==> src/rtl/dcache_store_buffer.sv <==
// In-order store buffer feeding the DCache write port, with RAW overlap detection for loads.
// Optional store-to-load forwarding is enabled by defining STORE_FWD_EN.
module dcache_store_buffer #(
  parameter int unsigned DEPTH   = 4,
  parameter int unsigned PADDR_W = 56,
  parameter int unsigned DATA_W  = 64,
  parameter int unsigned DT_W    = 3
) (
  input  logic                       clk,
  input  logic                       rst_n,
  input  logic                       st_req_valid,
  output logic                       st_req_ready,
  input  logic [PADDR_W-1:0]         st_req_paddr,
  input  logic [DT_W-1:0]            st_req_datatype,
  input  logic [DATA_W-1:0]          st_req_data,
  output logic                       wr_req_valid,
  output logic [PADDR_W-1:0]         wr_req_paddr,
  output logic [DT_W-1:0]            wr_req_datatype,
  output logic [DATA_W-1:0]          wr_req_data,
  input  logic                       wr_resp_done,
  input  logic                       wr_resp_ready,
  input  logic                       ld_chk_valid,
  input  logic [PADDR_W-1:0]         ld_chk_paddr,
  input  logic [DT_W-1:0]            ld_chk_datatype,
  output logic                       ld_chk_hit,
  output logic                       ld_fwd_valid,
  output logic [DATA_W-1:0]          ld_fwd_data,
  output logic [$clog2(DEPTH):0]     sb_count,
  output logic                       sb_empty
);

  localparam int unsigned PW = $clog2(DEPTH);
  localparam int unsigned CW = PW + 1;

  typedef enum logic [0:0] {StIdle, StIssue} state_e;

  logic [PADDR_W-1:0] paddr_q [DEPTH];
  logic [DT_W-1:0]    dtype_q [DEPTH];
  logic [DATA_W-1:0]  data_q  [DEPTH];
  logic [DEPTH-1:0]   valid_q;
  logic [PW-1:0]      head_q, tail_q;
  logic [CW-1:0]      count_q;
  state_e             state_q;

  logic               wr_valid_q;
  logic [PADDR_W-1:0] wr_paddr_q;
  logic [DT_W-1:0]    wr_dtype_q;
  logic [DATA_W-1:0]  wr_data_q;

  logic enq, pop, raw_hit;

  // Readiness depends on count alone so a same-cycle pop never frees a slot early.
  assign st_req_ready = (count_q != CW'(DEPTH));
  assign enq          = st_req_valid & st_req_ready;
  assign pop          = (state_q == StIssue) & wr_resp_done;

  assign wr_req_valid    = wr_valid_q;
  assign wr_req_paddr    = wr_paddr_q;
  assign wr_req_datatype = wr_dtype_q;
  assign wr_req_data     = wr_data_q;
  assign sb_count        = count_q;
  assign sb_empty        = (count_q == '0) && (state_q == StIdle);

  // Payload storage carries no reset; occupancy is tracked by valid_q and count_q.
  always_ff @(posedge clk) begin
    if (enq) begin
      paddr_q[tail_q] <= st_req_paddr;
      dtype_q[tail_q] <= st_req_datatype;
      data_q[tail_q]  <= st_req_data;
    end
  end

  always_ff @(posedge clk or negedge rst_n) begin
    if (!rst_n) begin
      valid_q    <= '0;
      head_q     <= '0;
      tail_q     <= '0;
      count_q    <= '0;
      state_q    <= StIdle;
      wr_valid_q <= 1'b0;
      wr_paddr_q <= '0;
      wr_dtype_q <= '0;
      wr_data_q  <= '0;
    end else begin
      if (enq) begin
        valid_q[tail_q] <= 1'b1;
        tail_q          <= tail_q + 1'b1;
      end
      if (pop) begin
        valid_q[head_q] <= 1'b0;
        head_q          <= head_q + 1'b1;
      end
      case ({enq, pop})
        2'b10:   count_q <= count_q + 1'b1;
        2'b01:   count_q <= count_q - 1'b1;
        default: ;
      endcase

      unique case (state_q)
        StIdle: begin
          if ((count_q != '0) && wr_resp_ready) begin
            state_q    <= StIssue;
            wr_valid_q <= 1'b1;
            wr_paddr_q <= paddr_q[head_q];
            wr_dtype_q <= dtype_q[head_q];
            wr_data_q  <= data_q[head_q];
          end
        end
        StIssue: begin
          // Dropping valid for one cycle after done keeps the arbiter from re-latching.
          if (wr_resp_done) begin
            state_q    <= StIdle;
            wr_valid_q <= 1'b0;
          end
        end
        default: begin
          state_q    <= StIdle;
          wr_valid_q <= 1'b0;
        end
      endcase
    end
  end

  // Overlap is checked at 8-byte granularity against registered entries only.
  always_comb begin
    raw_hit = 1'b0;
    for (int unsigned i = 0; i < DEPTH; i++) begin
      if (valid_q[i] && (paddr_q[i][PADDR_W-1:3] == ld_chk_paddr[PADDR_W-1:3])) begin
        raw_hit = 1'b1;
      end
    end
    raw_hit = raw_hit & ld_chk_valid;
  end

`ifdef STORE_FWD_EN
  logic          fwd_found, fwd_hit;
  logic [PW-1:0] fwd_idx;

  // Walk oldest to youngest so the last overlapping match wins.
  always_comb begin
    logic [PW-1:0] idx;
    idx       = '0;
    fwd_found = 1'b0;
    fwd_idx   = '0;
    for (int unsigned k = 0; k < DEPTH; k++) begin
      idx = head_q + PW'(k);
      if (valid_q[idx] && (paddr_q[idx][PADDR_W-1:3] == ld_chk_paddr[PADDR_W-1:3])) begin
        fwd_found = 1'b1;
        fwd_idx   = idx;
      end
    end
  end

  assign fwd_hit      = ld_chk_valid & fwd_found &
                        (paddr_q[fwd_idx] == ld_chk_paddr) &
                        (dtype_q[fwd_idx] == ld_chk_datatype);
  assign ld_fwd_valid = fwd_hit;
  assign ld_fwd_data  = fwd_hit ? data_q[fwd_idx] : '0;
  assign ld_chk_hit   = raw_hit & ~fwd_hit;
`else
  logic unused_ld_bits;
  assign unused_ld_bits = ^{ld_chk_datatype, ld_chk_paddr[2:0]};
  assign ld_fwd_valid   = 1'b0;
  assign ld_fwd_data    = '0;
  assign ld_chk_hit     = raw_hit;
`endif

endmodule

==> config.mk <==
export PLATFORM = sky130hd
export DESIGN_NAME = dcache_store_buffer
export DESIGN_NICKNAME = d
export VERILOG_FILES = /design/src/rtl/dcache_store_buffer.sv
export SDC_FILE = /design/constraint.sdc
export NUM_CORES = 1
export LEC_CHECK = 0
export CAP_MARGIN = 20
export CORE_UTILIZATION = 55
export DETAILED_ROUTE_END_ITERATION = 10
export GPL_TIMING_DRIVEN = 0
export PLACE_DENSITY = 0.91
export SLEW_MARGIN = 20
export SYNTH_ARGS = -nofsm -noshare
export SYNTH_HDL_FRONTEND = slang
export SYNTH_SLANG_ARGS = --single-unit
==> constraint.sdc <==
create_clock -name clk -period 10.66 [get_ports clk]
set_input_delay 2.132 -clock clk [delete_from_list [all_inputs] [get_ports clk]]
set_output_delay 2.132 -clock clk [all_outputs]
set_load 0.05 [all_outputs]
==> flow_metrics.tcl <==
set metrics [dict create \
    gr-usage-all-layers_pct 29.6 \
    outcome "completed" \
    cts_tree "done" \
    clock-sinks 628 \
    routed_wl_um 69900 \
    fmax_mhz 129 \
    synth_top_family_by_area "multiplexers" \
    placementRows 79 \
    insertion_delay_ns 0.65 \
    final_common_cell "edfxtp_1" \
    setup_viol 0 \
    synth_edf_count 492 \
    final_cell_mix "edfxtp_1, clkdlybuf4s50_1, dfrtp_1" \
    cts_root_buf "clkbuf_16" \
    arrival_ns 5.64 \
    cap_viol_max_count 0 \
    synthArstFlopShare_pct 21.7 \
    ff_latch_area_um2 18200 \
    path_clk_slew_ns 0.06 \
    drtIter0Drc 1336 \
    netlist_top_cells_area "edfxtp_1, dfrtp_1, mux4_2, mux2_2, xnor2_1" \
    powerDensity_nw_per_um2 295 \
    post-cts-setup-buffers 0 \
    stdcell_count 2471 \
    initial_utilization_pct 55.6 \
    start_kind "input pin" \
    cp_cell_sequence "clkdlybuf4s50_1 -> xnor2_1 -> nand4_1 -> nor4_1 -> nand4_1 -> nor4_1 -> o41a_1 -> clkdlybuf4s50_1" \
    place.gp.congestion 1.01 \
    min_from "wr_req_data[37]" \
    hold_class "reg2reg" \
    fin_crit_ns 7.78 \
    synth_top_area_cell "edfxtp_1" \
    clockBufferDepth 3 \
    synth_compound_area_share_pct 1.65 \
    nNetsFinal 2001 \
    n_fill_cell 2940 \
    r2r_start "sb_count[0]" \
    synth-simple-area-share_pct 1.92 \
    max_slew_margin_pct 33.1 \
    antenna_found_initial 15 \
    grt_max_degree 76 \
    die-width_um 219 \
    synthAdderAreaFrac_pct 0.514 \
    viasPerCell 5.87 \
    io_pins 383 \
    die_y_um 219 \
    cp_num_buf_inv 2 \
    yosysTopAreaCellShare_pct 57.2 \
    cp_top_family "buffers and inverters" \
    drv_slew 0 \
    ys_types 43 \
    placeableCoreArea_um2 46500 \
    crit_path_start "ld_chk_paddr[3]" \
    cts-resized-gates 0 \
    hold_viol 0 \
    grt_pass1_wl_um 100000 \
    drive_gt1_share_pct 23.8 \
    fin_util_pct 69.1 \
    path_class "in2out" \
    synth_ff_type "edfxtp_1" \
    die_area_um2 47800 \
    fin_setup_tns_ns 0 \
    endpoint_kind "primary output" \
    cts_buffers 61 \
    required_ns 8.53 \
    synthXorXnorAreaFrac_pct 5.83 \
    vdd_drop_max_mv 0.253 \
    synthToLayoutAreaGrowth_pct 24.3 \
    p_leak_nw 11.3 \
    cp_slowest_stage_delay_ns 0.87 \
    ys_ff_latch 628 \
    port_buffers 293 \
    htree_levels 2 \
    post-place-cells 2347 \
    ys_warn_count 0 \
    firstDrtPassIters 7 \
    grt_pass1_vias 15100 \
    syn_inst 1370 \
    holdBufCountCts 0 \
    final_antenna_net_count 0 \
    wl_per_cell_um 28.3 \
    drc_errors 0 \
    multi_input_comb_area_um2 6990 \
    ys_seq_area_share_pct 70.4 \
    critPathSlowestCell "clkdlybuf4s50_1" \
    rsz0062_at_grt "no" \
    syn_area_um2 25800 \
    min_period_over_period_pct 73.0 \
    synthMuxAreaShare_pct 16.1 \
    vias 14500 \
    overflow 0 \
    skew_ns 0.0223 \
    tightest_slew_ns 1.00 \
    cp_max_fo 4 \
    dp_hpwl_um 49600 \
    synth.avg_cell_area_um2 18.8 \
]
==> cell families (layout without fill, tap and decap cells) <==
logic type	Yosys count	count (layout)
AOI/OAI and AO/OA	54	54
xor gates and xnor gates	172	172
adders and majority gates	10	10
buffers and inverters	175	597
DFF	628	628
muxes	247	247
other	1	73
and+or+nand+nor	83	83
==> layout make-up <==
class / count / area share, %
Clock inverter: 28 / 0.912
Timing Repair Buffer: 306 / 10.1
Sequential cell: 628 / 56.6
Tap cell: 607 / 2.37
Buffer: 126 / 2.28
Antenna cell: 8 / 0.0623
Multi-Input combinational cell: 631 / 21.8
Clock buffer: 88 / 5.35
Inverter: 49 / 0.573
==> per-stage QoR <==
step | setup slack (ns) | power, mW | cell area (um^2) | hold slack [ns]
detailed placement | 3.01 | 7.35 | 30100 | 0.496
global placement | 1.09 | 7.28 | 29800 | 0.482
floorplan | 4.61 | 6.04 | 26100 | 0.492
global route | 2.81 | 9.80 | 32100 | 0.517
finish | 2.88 | 9.47 | 32100 | 0.504
CTS | 3.00 | 9.52 | 32100 | 0.507
==> routing by layer <==
| layer | part of all wire [%] | global-route usage [%] | vias up |
|---|---|---|---|
| met3 | 10 | 7.52 | 139 |
| li1 | - | - | 6105 |
| met5 | 0.18 | 0 | - |
| met4 | 3.3 | 10.7 | 18 |
| met1 | 36 | 36.6 | 7447 |
| met2 | 51 | 50.5 | 801 |
==> worst paths after layout <==
path                               endpoint  cells after the start  slack [ns]
min reg2reg                 wr_req_data[37]                      1        0.50
max reg2reg                  wr_req_data[3]                      6        7.44
min                         wr_req_data[37]                      1        0.50
max                              ld_chk_hit                      8        2.88
max in group asynchronous   wr_req_data[24]                      2        8.40
min in group asynchronous  wr_req_paddr[29]                      1        1.41
==> flip-flops by register name, indices dropped and copies added (netlist names) <==
name	flops
data_q	256
dtype_q	12
sb_count	3
state_q	1
head_q	2
wr_req_valid	1
tail_q	2
wr_req_data	64
wr_req_paddr	56
valid_q	4
paddr_q	224
wr_req_datatype	3
==> cells in the mapped netlist, types with 2 or more instances <==
library cell and count:
xor2_1 78, o2bb2ai_1 4, or4_1 3, nor2_1 4, inv_2 8, edfxtp_1 492
nand4_1 29, o221ai_1 2, mux2_2 123, a22oi_1 3, a221oi_1 11, buf_1 7
o22ai_1 14, a22o_1 2, xnor2_1 94, nor4_1 28, o21ai_0 2, buf_4 65
ha_1 9, dfrtp_1 136, mux4_2 123, a222oi_1 3, nand2_1 6, inv_1 41
clkbuf_1 41, nand3_1 4, a2bb2oi_1 5, and2_1 2, and3_1 4, o21ai_1 2
buf_2 13
==> power breakdown <==
part | internal [mW] | leakage [nW] | switching, mW
Clock | 1.24 | 0.973 | 0.917
Combinational | 1.46 | 4.21 | 2.20
Sequential | 3.34 | 6.10 | 0.310
(Power assumes the default switching activity.)
